## src/rtl/sbox_layer_seq_pkg.sv

```systemverilog
// Shared PHOTON SubCells definitions: cell width, 4-bit S-box tables,
// FSM state type and the pass-count helper.
package photon_pkg;

  localparam int CELL_W = 4;

  // Nibble i of each table holds S(i) (entry 0 in bits [3:0]).
  localparam logic [63:0] SBOX_FWD = 64'h2174_8FE3_DA09_B65C;
  localparam logic [63:0] SBOX_INV = 64'hA970_364B_D21C_8FE5;

  typedef enum logic [1:0] {
    IDLE = 2'd0,
    RUN  = 2'd1,
    DONE = 2'd2
  } fsm_e;

  function automatic int ceil_div(input int a, input int b);
    return (a + b - 1) / b;
  endfunction

endpackage

```

## src/rtl/sbox_layer_seq_if.sv

```systemverilog
// Valid/ready bus carrying a full PHOTON state into and out of the SubCells layer.
interface sbox_layer_seq_if #(
  parameter int NCELLS = 25
);
  localparam int SW = photon_pkg::CELL_W * NCELLS;

  logic          in_valid;
  logic          in_ready;
  logic          in_inv;
  logic [SW-1:0] in_state;
  logic          out_valid;
  logic          out_ready;
  logic [SW-1:0] out_state;

  modport master (
    output in_valid, in_inv, in_state, out_ready,
    input  in_ready, out_valid, out_state
  );

  modport slave (
    input  in_valid, in_inv, in_state, out_ready,
    output in_ready, out_valid, out_state
  );

endinterface

```

## src/rtl/sbox_layer_seq_sbox.sv

```systemverilog
// Single 4-bit PHOTON/PRESENT S-box with a forward/inverse select.
module sbox4_dual
  import photon_pkg::*;
(
  input  logic              inv_i,
  input  logic [CELL_W-1:0] x_i,
  output logic [CELL_W-1:0] y_o
);

  logic [5:0] base;

  assign base = {x_i, 2'b00};
  assign y_o  = inv_i ? SBOX_INV[base +: CELL_W] : SBOX_FWD[base +: CELL_W];

endmodule

```

## src/rtl/sbox_layer_seq.sv

```systemverilog
// Iterative SubCells layer: substitutes LANES cells of the held state per clock
// until all NCELLS cells are done, then presents the result until taken.
module sbox_layer_seq
  import photon_pkg::*;
#(
  parameter int NCELLS = 25,
  parameter int LANES  = 5
) (
  input  logic           clk,
  input  logic           rst_n,
  sbox_layer_seq_if.slave bus
);

  localparam int SW = CELL_W * NCELLS;
  localparam int P  = ceil_div(NCELLS, LANES);
  localparam int CW = (P > 1) ? $clog2(P) : 1;
  localparam int NP = P * LANES;
  localparam int IW = (NP > 1) ? $clog2(NP) : 1;

  fsm_e          fsm_q, fsm_d;
  logic [CW-1:0] cnt_q, cnt_d;
  logic [SW-1:0] state_q, state_d;
  logic          inv_q, inv_d;

  logic [CELL_W-1:0] cell_pad [NP];
  logic [CELL_W-1:0] lane_in  [LANES];
  logic [CELL_W-1:0] lane_out [LANES];
  logic [SW-1:0]     run_next;

  // Pad the cell array to a whole number of passes so the lane window never
  // leaves the array; padding lanes compute on zero and are never written back.
  for (genvar gi = 0; gi < NP; gi++) begin : g_pad
    if (gi < NCELLS) begin : g_cell
      assign cell_pad[gi] = state_q[gi*CELL_W +: CELL_W];
    end else begin : g_zero
      assign cell_pad[gi] = '0;
    end
  end

  for (genvar gi = 0; gi < LANES; gi++) begin : g_lane
    logic [IW-1:0] idx;
    assign idx = IW'(32'(cnt_q) * LANES + gi);
    assign lane_in[gi] = cell_pad[idx];
    sbox4_dual u_sbox (
      .inv_i (inv_q),
      .x_i   (lane_in[gi]),
      .y_o   (lane_out[gi])
    );
  end

  // Each cell has a fixed pass and lane; it updates only in its own pass.
  for (genvar gi = 0; gi < NCELLS; gi++) begin : g_wb
    localparam int PASS = gi / LANES;
    localparam int LANE = gi % LANES;
    assign run_next[gi*CELL_W +: CELL_W] = (cnt_q == CW'(PASS)) ? lane_out[LANE]
                                                               : state_q[gi*CELL_W +: CELL_W];
  end

  always_ff @(posedge clk or negedge rst_n) begin
    if (!rst_n) begin
      fsm_q   <= IDLE;
      cnt_q   <= '0;
      state_q <= '0;
      inv_q   <= 1'b0;
    end else begin
      fsm_q   <= fsm_d;
      cnt_q   <= cnt_d;
      state_q <= state_d;
      inv_q   <= inv_d;
    end
  end

  always_comb begin
    fsm_d   = fsm_q;
    cnt_d   = cnt_q;
    state_d = state_q;
    inv_d   = inv_q;
    case (fsm_q)
      IDLE: begin
        if (bus.in_valid) begin
          state_d = bus.in_state;
          inv_d   = bus.in_inv;
          cnt_d   = '0;
          fsm_d   = RUN;
        end
      end
      RUN: begin
        state_d = run_next;
        cnt_d   = cnt_q + 1'b1;
        if (cnt_q == CW'(P - 1)) fsm_d = DONE;
      end
      DONE: begin
        if (bus.out_ready) fsm_d = IDLE;
      end
      default: fsm_d = IDLE;
    endcase
  end

  assign bus.in_ready  = (fsm_q == IDLE);
  assign bus.out_valid = (fsm_q == DONE);
  // Partial RUN contents never reach the output.
  assign bus.out_state = (fsm_q == DONE) ? state_q : '0;

endmodule

```

## src/flat_wrapper.sv

```systemverilog
// flat-port wrapper written by rule: the top's interface ports become plain ports
module sbox_layer_seq_flat import photon_pkg::*;
#(
  parameter int NCELLS = 25,
  parameter int LANES  = 5
)
  (clk, rst_n, bus_in_valid, bus_in_inv, bus_in_state, bus_out_ready, bus_in_ready, bus_out_valid, bus_out_state);
  sbox_layer_seq_if #(.NCELLS(NCELLS)) bus_i ();
  input  logic clk;
  input  logic rst_n;
  input wire logic [$bits(bus_i.in_valid)-1:0] bus_in_valid;
  input wire logic [$bits(bus_i.in_inv)-1:0] bus_in_inv;
  input wire logic [$bits(bus_i.in_state)-1:0] bus_in_state;
  input wire logic [$bits(bus_i.out_ready)-1:0] bus_out_ready;
  output wire logic [$bits(bus_i.in_ready)-1:0] bus_in_ready;
  output wire logic [$bits(bus_i.out_valid)-1:0] bus_out_valid;
  output wire logic [$bits(bus_i.out_state)-1:0] bus_out_state;
  assign bus_i.in_valid = bus_in_valid;
  assign bus_i.in_inv = bus_in_inv;
  assign bus_i.in_state = bus_in_state;
  assign bus_i.out_ready = bus_out_ready;
  assign bus_in_ready = bus_i.in_ready;
  assign bus_out_valid = bus_i.out_valid;
  assign bus_out_state = bus_i.out_state;
  sbox_layer_seq #(.NCELLS(NCELLS), .LANES(LANES)) u_core (.clk(clk), .rst_n(rst_n), .bus(bus_i));
endmodule
```

## config.mk

```make
export PLATFORM = sky130hd
export DESIGN_NAME = sbox_layer_seq_flat
export DESIGN_NICKNAME = d
export VERILOG_FILES = /design/src/rtl/sbox_layer_seq_pkg.sv /design/src/rtl/sbox_layer_seq_if.sv /design/src/rtl/sbox_layer_seq_sbox.sv /design/src/rtl/sbox_layer_seq.sv /design/src/flat_wrapper.sv
export SDC_FILE = /design/constraint.sdc
export NUM_CORES = 1
export LEC_CHECK = 0
export CORE_MARGIN = 4
export CORE_UTILIZATION = 61
export CTS_BUF_LIST = sky130_fd_sc_hd__clkbuf_16
export CTS_CLUSTER_DIAMETER = 60
export DETAILED_ROUTE_END_ITERATION = 10
export DONT_BUFFER_PORTS = 1
export GPL_ROUTABILITY_DRIVEN = 1
export GPL_TIMING_DRIVEN = 0
export PLACE_DENSITY = 0.78
export SLEW_MARGIN = 0
export SYNTH_ARGS = -nofsm -noshare
export SYNTH_HDL_FRONTEND = slang
export SYNTH_SLANG_ARGS = --single-unit
```

## constraint.sdc

```tcl
create_clock -name clk -period 8.9 [get_ports clk]
set_input_delay 1.78 -clock clk [delete_from_list [all_inputs] [get_ports clk]]
set_output_delay 1.78 -clock clk [all_outputs]
set_load 0.01 [all_outputs]
```

==> results of run 1 <==
-- state kept, by name, indices dropped and copies added (netlist names) --
register	count
u_core.inv_q	1
u_core.fsm_q	2
u_core.cnt_q	3
u_core.state_q	100
-- through the flow --
stage | hold WS, ns | instance area [um2] | instances
6_report | 0.599 | 11800 | 1432
5_1_grt | 0.601 | 11800 | 1432
4_1_cts | 0.588 | 11800 | 1432
3_5_place_dp | 0.568 | 11500 | 1416
3_3_place_gp | 0.559 | 11500 | 1416
2_1_floorplan | 0.507 | 11300 | 1187
-- Yosys cell counts (all sizes together), types with 14 or more instances --
library cell and number:
clkbuf 50, nand2 110, xnor2 14, ha 45, mux2 23, nor2b 20
dfrtp 106, and2 103, mux4 90, o21ai 68, nand2b 28, mux2i 51
a21oi 104, inv 17, nor2 106, buf 47, a31oi 43
-- worst min-delay path by stage --
stage	start	endpoint	slack (ns)	cells past startpoint
2_1_floorplan	u_core.state_q[21]	u_core.state_q[21]	0.51	2
3_3_place_gp	u_core.state_q[20]	u_core.state_q[20]	0.56	2
3_5_place_dp	u_core.state_q[77]	u_core.state_q[77]	0.57	2
4_1_cts	u_core.state_q[77]	u_core.state_q[77]	0.59	2
5_1_grt	u_core.state_q[77]	u_core.state_q[77]	0.60	2
6_report	u_core.state_q[77]	u_core.state_q[77]	0.60	2
-- placed cells by master (no fill, tap or decap), drive strengths merged, types with 11 or more instances in the layout --
cell type,netlist,routed
nand2b,28,28
inv,17,20
nor2b,20,20
xnor2,14,14
mux4,90,90
dfrtp,106,106
nor2,106,106
nor3,11,11
mux2,23,23
nand2,110,110
a21oi,104,104
clkbuf,50,59
o21ai,68,68
nand3,12,12
buf,47,47
a31oi,43,43
and2,103,103
mux2i,51,51
ha,45,45
-- worst register-to-register path: stages, from the launching register on --
cell and delay (ns):
dfrtp_1 0.70, buf_6 0.28, buf_6 0.22, inv_1 0.13
buf_2 0.25, ha_1 0.33, buf_2 0.32, buf_2 0.37
mux4_2 0.40, a2111oi_0 0.69, a221o_1 0.32, inv_1 0.14
ha_1 0.34, nor3b_1 0.22, a21oi_1 0.07, o2111ai_1 1.11
a31oi_1 0.23
-- cells by family after synthesis --
kind of cell,after synthesis,share of synthesized area (%)
AOI/OAI and AO/OA,312,18.8
xor gates and xnor gates,23,2.85
adders and majority gates,45,5.00
buffers and inverters,114,5.70
DFF,106,23.6
muxes,164,25.0
and+or+nand+nor,423,19.2
-- metal layers --
metal / wire length (um) / GRT usage (%)
met3: 7410 / 18.6
met2: 19600 / 63.5
met4: 2880 / 22.5
met5: 0 / 0.478
met1: 16800 / 60.7
-- area by class of cell --
cell class / count / area (um2)
Clock buffer: 9 / 225
Clock inverter: 7 / 70.1
Multi-Input combinational cell: 967 / 7960
Inverter: 17 / 63.8
Tap cell: 229 / 287
Buffer: 97 / 578
Fill cell: 1510 / 6250
Sequential cell: 106 / 2650
==> results by group, run 1 <==
Clock tree
  – Worst-Skew Late Latency: 0.37 ns
  – Longest Clk Path Bufs: 2
  – Clk slew on worst S/H paths: 0.08 ns
  – CTS tree: done
  – # hold bufs at CTS: 0
  – Cts repair resizes: 0
  – Clock root cell: clkbuf_16
  – Clk sinks: 106
  – CTS Buf Count: 9
  – Post-CTS Repair Setup Buffers: 0
  – H-tree depth: 3

Synthesis
  – Netlist cell types: 94
  – Top-area cell type share of the netlist area: 23.6%
  – Avg Cell Area, Syn: 9.48 um2
  – Post-Syn Nets: 1337
  – Synth Flop Type: dfrtp_1
  – Post-Syn Area: 11300 um2
  – Seq/Total Area, Yosys: 23.6%
  – Post-synthesis instance total: 1187
  – #FFs+latches synth: 106
  – Synth area leaders: dfrtp_1 24%, mux4_2 18%, and2_1 5.7%
  – Async set-reset flop share out of synthesis: 100%
  – Yosys warnings: 0
  – Post-synthesis cell type with the largest combined area: dfrtp_1
  – Post-synth EDFFs: 0

Global routing
  – Pin count of the biggest net entering global routing: 107
  – Vias in the first global route: 10200
  – Initial antenna violation count: 2
  – First-pass GRT wire length: 68.0 mm
  – GRT Total Usage: 45.3%
  – Total grt overflow: 0

Timing
  – Min Tclk post-route: 6.33 ns
  – Final WS setup: 2.57 ns
  – Clk_skew: 0.0157 ns
  – Worst-Margin Slew: 1.42 ns
  – Worst slew margin: 5.06%
  – Unrepaired setup endpoints after global routing: false
  – Setup violators final: 0
  – Tcrit/Tclk final: 71.2%
  – TNS Setup: 0 ns
  – Final Max Tran Viols: 0
  – FMAX: 0.158 GHz
  – Final Hold Fails: 0

Drt
  – Initial drt markers: 1731
  – Per-cell routed wire length: 32.6 um
  – Final wirelength: 46.7 mm
  – ANT nets after route: 0
  – Drc violations: 0
  – DR vias: 10900
  – Vias/cell: 7.59
  – DR pass1 iterations: 9

Floorplan
  – Ports: 207
  – Core Rows: 49
  – Core area: 18100 um2
  – Die width: 144 um
  – Die Area: 20700 um2
  – Die Ht: 144 um
  – Starting density of the core: 62.2%

Critical path
  – Stages on worst setup path: 16
  – Critical path's largest stage delay: 1.11 ns
  – Crit path DAT: 6.50 ns
  – CP max-delay cell: o2111ai_1
  – Critical path launch point: u_core.cnt_q[0]
  – Crit Path Category: reg2reg
  – Worst endpoint required time: 9.06 ns
  – Crit-path leading delay family: compound AO/OA/AOI/OAI gates
  – CP endpoint: u_core.state_q[32]
  – CP bufs+invs: 7
  – RR Endpoint: u_core.state_q[32]
  – Cell mode on critical path: buf_2
  – Worst Setup End Kind: register
  – R2R cell count: 16
  – R2R Setup Slk: 2.57 ns
  – Crit-path cells: buf_6 -> buf_6 -> inv_1 -> buf_2 -> ha_1 -> buf_2 -> buf_2 -> mux4_2 -> a2111oi_0 -> a221o_1 -> inv_1 -> ha_1 -> nor3b_1 -> a21oi_1 -> o2111ai_1 -> a31oi_1
  – Reg2Reg Launch Point: u_core.cnt_q[0]
  – Worst Path Max Fanout: 12
  – CP Launch Type: register

Layout
  – Area Overhead vs Synth: 5.17%
  – Final core occ: 65.5%
  – # diodes: 0
  – # nets final: 1348
  – Layout cell share with drive strength beyond 1: 18.4%

Placed design
  – Gp weighted congestion: 1.12
  – Final HPWL DP: 34.7 mm
  – Pre-CTS setup slack: 2.92 ns
  – I/O Buffers: 0

Outcome
  – Status: finished, final reports clean

Run
  – MaxCap Viol Count: 0

Min path
  – HP Class: reg2reg
Power of run 1 is not shown: default switching activity piles up to over one toggle a cycle in this logic, so the estimate is an artifact.
==> run 2, diff against run 1 <==
--- a/config.mk
+++ b/config.mk
@@ -6,14 +6,14 @@
 export NUM_CORES = 1
 export LEC_CHECK = 0
 export CORE_MARGIN = 4
-export CORE_UTILIZATION = 61
+export CORE_UTILIZATION = 60
 export CTS_BUF_LIST = sky130_fd_sc_hd__clkbuf_16
 export CTS_CLUSTER_DIAMETER = 60
 export DETAILED_ROUTE_END_ITERATION = 10
 export DONT_BUFFER_PORTS = 1
 export GPL_ROUTABILITY_DRIVEN = 1
 export GPL_TIMING_DRIVEN = 0
-export PLACE_DENSITY = 0.78
+export PLACE_DENSITY = 0.8
 export SLEW_MARGIN = 0
 export SYNTH_ARGS = -nofsm -noshare
 export SYNTH_HDL_FRONTEND = slang
==> constraint.sdc (replaced) <==
create_clock -name clk -period 5.8 [get_ports clk]
set_input_delay 1.16 -clock clk [delete_from_list [all_inputs] [get_ports clk]]
set_output_delay 1.16 -clock clk [all_outputs]
set_load 0.01 [all_outputs]
==> run 2 against run 1 <==
  * Cell count barely moved
  * Critical path type unchanged
  * Routed wire length grew 2.4%
  * Largest cell class unchanged
  * Sequential share of layout area about the same
==> results by group, run 2 (synthesis gave the netlist of run 1 again) <==
Critical path
  – Cell mode on critical path: buf_2
  – CP max-delay cell: a2111oi_1
  – Worst Path Max Fanout: 12
  – R2R cell count: 17
  – Crit-path cells: buf_6 -> buf_6 -> inv_1 -> buf_2 -> ha_1 -> buf_2 -> buf_2 -> mux4_2 -> a2111oi_1 -> a221o_1 -> inv_1 -> ha_1 -> and3b_1 -> a211oi_1 -> mux2i_1 -> nor2_2 -> o21ai_1
  – Crit path DAT: 5.92 ns
  – Stages on worst setup path: 17
  – CP bufs+invs: 7
  – Worst Setup End Kind: register
  – Crit-path leading delay family: buffers and inverters
  – CP Launch Type: register
  – R2R Setup Slk: 0.11 ns
  – Crit Path Category: reg2reg
  – Worst endpoint required time: 6.03 ns
  – Critical path's largest stage delay: 0.68 ns

Timing
  – Final WS setup: 0.109 ns
  – Worst slew margin: 18.1%
  – Setup violators final: 0
  – Min Tclk post-route: 5.69 ns
  – FMAX: 0.176 GHz
  – Unrepaired setup endpoints after global routing: false
  – Final Hold Fails: 0
  – Final Max Tran Viols: 0
  – Clk_skew: 0.0137 ns
  – Worst-Margin Slew: 1.22 ns
  – Tcrit/Tclk final: 98.1%
  – TNS Setup: 0 ns

Clock tree
  – Clock root cell: clkbuf_16
  – Clk slew on worst S/H paths: 0.08 ns
  – Worst-Skew Late Latency: 0.38 ns
  – H-tree depth: 3
  – CTS tree: done
  – CTS Buf Count: 9
  – Post-CTS Repair Setup Buffers: 0
  – Longest Clk Path Bufs: 2
  – Clk sinks: 106

Outcome
  – Status: finished, final reports clean

Layout
  – Largest reg by FF count: u_core.state_q
  – Commonest cells after routing, fill and taps aside: 110 x nand2_1, 105 x dfrtp_1, 103 x and2_1, 101 x nor2_1, 97 x a21oi_1
  – Number of flip-flops in the largest register: 100
  – Layout cell share with drive strength beyond 1: 18.5%
  – Largest registers: u_core.state_q (100), u_core.cnt_q (3), u_core.fsm_q (2)
  – # nets final: 1348
  – Area Overhead vs Synth: 5.44%
  – Most common library cell in the layout ignoring fill and taps: nand2_1

Placed design
  – Gp weighted congestion: 1.04
  – Pre-CTS setup slack: -0.321 ns
  – Final HPWL DP: 35.6 mm
  – I/O Buffers: 0

Global routing
  – Vias in the first global route: 10200
  – Initial antenna violation count: 2
  – First-pass GRT wire length: 69.1 mm
  – Pin count of the biggest net entering global routing: 107
  – GRT Total Usage: 44.3%
  – Total grt overflow: 0

Min path
  – HP Class: in2async

Floorplan
  – Die Ht: 145 um
  – Die width: 145 um
  – Core area: 18200 um2
  – Core Rows: 49
  – Starting density of the core: 61.8%
  – Ports: 207
  – Die Area: 21000 um2

Drt
  – Per-cell routed wire length: 33.4 um
  – ANT nets after route: 0
  – DR vias: 10900
  – Vias/cell: 7.58
  – Drc violations: 0
  – Initial drt markers: 1627
  – Final wirelength: 47.8 mm
  – DR pass1 iterations: 6

Run
  – MaxCap Viol Count: 0
-- run 2: cell count changes in the layout (fill, tap and decap cells not counted), sizes merged --
cell      previous run  this run
clkinv               4         3
diode                0         1
clkinvlp             0         1
-- run 2: repair_timing --
action,in CTS,in global routing
endpoints found under the hold margin,0,0
hold buffers,0,0
resized for setup,2,3
setup endpoints to repair,10,25
-- run 2: worst register-to-register path: cells and delay by family, from the launching register on --
family	cells	cell delay, ns
AO/OA/AOI/OAI	4	1.46
adder cells (fa/ha/maj)	2	0.54
buffers and inverters	7	1.75
flip-flops	1	0.56
multiplexers	2	0.63
AND/OR/NAND/NOR	2	0.61
-- run 2: routing by layer --
layer | part of all wire, % | vias to the layer above | global-route usage (%)
met1 | 36 | 5298 | 58.6
met5 | 0.20 | - | 2.50
li1 | - | 4422 | -
met2 | 42 | 956 | 62.0
met3 | 15 | 185 | 17.7
met4 | 6.9 | 6 | 24.4
-- run 2: per-stage QoR --
| stage | cells | instance area (um2) | hold WS, ns | utilization (%) |
|---|---|---|---|---|
| after CTS | 1432 | 11900 | 0.466 | 65.1 |
| after global routing | 1432 | 11900 | 0.460 | 65.2 |
| after detailed placement | 1416 | 11500 | 0.568 | 63.4 |
| after floorplan | 1187 | 11300 | 0.507 | - |
| after global placement | 1416 | 11500 | 0.558 | 63.4 |
| final | 1433 | 11900 | 0.469 | 65.2 |
-- run 2: path summary, 6_finish.rpt --
kind,from,end
worst max register to register,u_core.cnt_q[0],u_core.state_q[53]
max in group asynchronous,rst_n,u_core.cnt_q[0]
worst min register to register,u_core.state_q[21],u_core.state_q[21]
min in group clk,u_core.state_q[21],u_core.state_q[21]
worst min-delay path,rst_n,u_core.state_q[24]
worst max-delay path,u_core.cnt_q[0],u_core.state_q[53]
-- run 2: final cells by class --
class	instances	area, um2
multi-input combinational	967	7990
fill	1483	6340
sequential	106	2650
buffer	97	578
tap	229	287
clock buffer	9	225
clock inverter	7	70.1
inverter	17	63.8
antenna	1	2.50
Power of run 2 is left out for the same reason.
==> run 3, diff against run 2 <==
--- a/config.mk
+++ b/config.mk
@@ -5,15 +5,14 @@
 export SDC_FILE = /design/constraint.sdc
 export NUM_CORES = 1
 export LEC_CHECK = 0
-export CORE_MARGIN = 4
-export CORE_UTILIZATION = 60
+export CORE_MARGIN = 5
+export CORE_UTILIZATION = 49
 export CTS_BUF_LIST = sky130_fd_sc_hd__clkbuf_16
 export CTS_CLUSTER_DIAMETER = 60
 export DETAILED_ROUTE_END_ITERATION = 10
-export DONT_BUFFER_PORTS = 1
 export GPL_ROUTABILITY_DRIVEN = 1
 export GPL_TIMING_DRIVEN = 0
-export PLACE_DENSITY = 0.8
+export PLACE_DENSITY = 0.79
 export SLEW_MARGIN = 0
 export SYNTH_ARGS = -nofsm -noshare
 export SYNTH_HDL_FRONTEND = slang
==> run 3 against run 2 <==
  * Setup slack improved by 0.025 ns
  * Critical path type unchanged
  * Register-to-register slack gained 0.03 ns
  * Clock skew increased by 0.0084 ns
==> results by group, run 3 (synthesis gave the netlist of run 1 again) <==
Drt
  – Initial drt markers: 1497
  – Vias/cell: 6.76
  – Metal3 WL: 6.70 mm
  – Drc violations: 0
  – DR pass1 iterations: 7
  – ANT nets after route: 0
  – Highest metal used: met5
  – Met2 wire len: 22.4 mm
  – Per-cell routed wire length: 30.7 um
  – DR vias: 11500
  – DRT met1 WL: 20.0 mm
  – Final wirelength: 52.0 mm

Run
  – MaxCap Viol Count: 0

Layout
  – Area Overhead vs Synth: 25.0%
  – Largest reg by FF count: u_core.state_q
  – Most common library cell in the layout ignoring fill and taps: clkdlybuf4s50_1
  – Layout cell share with drive strength beyond 1: 16.2%
  – Design area: 14100 um2
  – Commonest cells after routing, fill and taps aside: 205 x clkdlybuf4s50_1, 110 x nand2_1, 106 x dfrtp_1, 103 x and2_1, 101 x nor2_1
  – # nets final: 1556
  – Fill count: 1945
  – Number of flip-flops in the largest register: 100
  – Largest registers: u_core.state_q (100), u_core.cnt_q (3), u_core.fsm_q (2)

Placed design
  – Gp weighted congestion: 1.05
  – I/O Buffers: 206
  – Final HPWL DP: 39.8 mm
  – Placed cell areas: 13700 um2

Min path
  – Hold_sp: u_core.state_q[53]
  – Hold Path End: u_core.state_q[53]
  – Hold path depth: 2
  – HP Class: reg2reg

Critical path
  – CP Launch Type: register
  – Critical path's largest stage delay: 0.67 ns
  – Crit Path Category: reg2reg
  – Worst Path Max Fanout: 12
  – Crit-path cells: buf_6 -> buf_6 -> inv_1 -> buf_2 -> ha_1 -> buf_2 -> buf_2 -> mux4_2 -> a2111oi_0 -> a221o_1 -> inv_1 -> ha_1 -> and3b_1 -> a211oi_1 -> mux2i_1 -> nor2_2 -> o21ai_1
  – CP max-delay cell: a2111oi_0
  – R2R Setup Slk: 0.13 ns
  – Reg2Reg Launch Point: u_core.cnt_q[0]
  – Worst Setup End Kind: register
  – CP bufs+invs: 7
  – Worst endpoint required time: 6.04 ns
  – RR Endpoint: u_core.state_q[33]
  – R2R cell count: 17
  – Crit path DAT: 5.91 ns
  – Cell mode on critical path: buf_2
  – Crit-path leading delay family: buffers and inverters

Timing
  – Worst slew margin: 5.11%
  – Min Tclk post-route: 5.67 ns
  – Setup violators final: 0
  – Tcrit/Tclk final: 97.7%
  – Final Hold Fails: 0
  – Final Max Tran Viols: 0
  – FMAX: 0.176 GHz
  – TNS Setup: 0 ns
  – Clk_skew: 0.0221 ns
  – Worst-Margin Slew: 1.42 ns

Floorplan
  – Starting density of the core: 49.7%
  – Ports: 207
  – Die width: 162 um
  – Die Area: 26100 um2
  – Die Ht: 162 um
  – Core area: 22600 um2
  – Core Rows: 55

Clock tree
  – CTS Buf Count: 9
  – Worst-Skew Late Latency: 0.38 ns
  – Longest Clk Path Bufs: 2
  – H-tree depth: 3
  – Clk slew on worst S/H paths: 0.09 ns
  – Clock root cell: clkbuf_16
  – Clk sinks: 106
  – # hold bufs at CTS: 0
  – CTS tree: done

Global routing
  – First-pass GRT wire length: 75.4 mm
  – GRT Total Usage: 39.2%
  – Vias in the first global route: 11000
  – Total grt overflow: 0
  – Pin count of the biggest net entering global routing: 61
  – Initial antenna violation count: 3

Outcome
  – Status: finished, final reports clean
==> run 3: worst max path at each step <==
stage	from	end	depth (start not counted)
2_1_floorplan	u_core.cnt_q[0]	u_core.state_q[72]	15
3_3_place_gp	rst_n	u_core.state_q[97]	1
3_5_place_dp	u_core.cnt_q[0]	u_core.state_q[52]	16
4_1_cts	u_core.cnt_q[0]	u_core.state_q[52]	16
5_1_grt	u_core.cnt_q[0]	u_core.state_q[52]	15
6_report	u_core.cnt_q[0]	u_core.state_q[33]	17
==> run 3: stage by stage <==
stage               hold WS (ns)  worst slack, ns  std cells  utilization, %
floorplan                  0.507             1.63       1187               -
global placement           0.558           -0.600       1678            60.4
detailed placement         0.567           -0.463       1679            60.5
CTS                        0.597           0.0185       1695            62.0
global route               0.639        -0.000453       1696            62.2
finish                     0.615            0.134       1697            62.2
==> run 3: cell type report <==
cell class              count  area [um2]  share of cell area (%)
inverters                  17        63.8                   0.453
flip-flops and latches    106        2650                    18.8
plain buffers              97         579                    4.12
repair buffers            208        2110                    15.0
well taps                 285         357                    2.53
clock inverters             7        96.3                   0.684
diodes                      1        2.50                  0.0178
multi-input cells         967        7990                    56.8
clock buffers               9         225                    1.60
==> run 3: per-layer routing <==
layer / up-vias / track usage (%)
met5: - / 2.08
met4: 6 / 17.2
met3: 146 / 13.9
met2: 811 / 57.4
met1: 5665 / 52.5
li1: 4839 / -
==> run 3: repair_timing <==
action,4_1_cts,5_1_grt
cloned,0,0
resized for setup,2,5
pin swaps,0,1
setup buffers,0,1
endpoints found under the setup margin,10,17
==> run 3: worst reg2reg max path: stages, from the launching register on <==
cell       delay, ns
dfrtp_1         0.64
buf_6           0.27
buf_6           0.22
inv_1           0.14
buf_2           0.26
ha_1            0.34
buf_2           0.30
buf_2           0.36
mux4_2          0.44
a2111oi_0       0.67
a221o_1         0.31
inv_1           0.14
ha_1            0.20
and3b_1         0.18
a211oi_1        0.20
mux2i_1         0.25
nor2_2          0.47
o21ai_1         0.15
Power of run 3 is left out for the same reason.
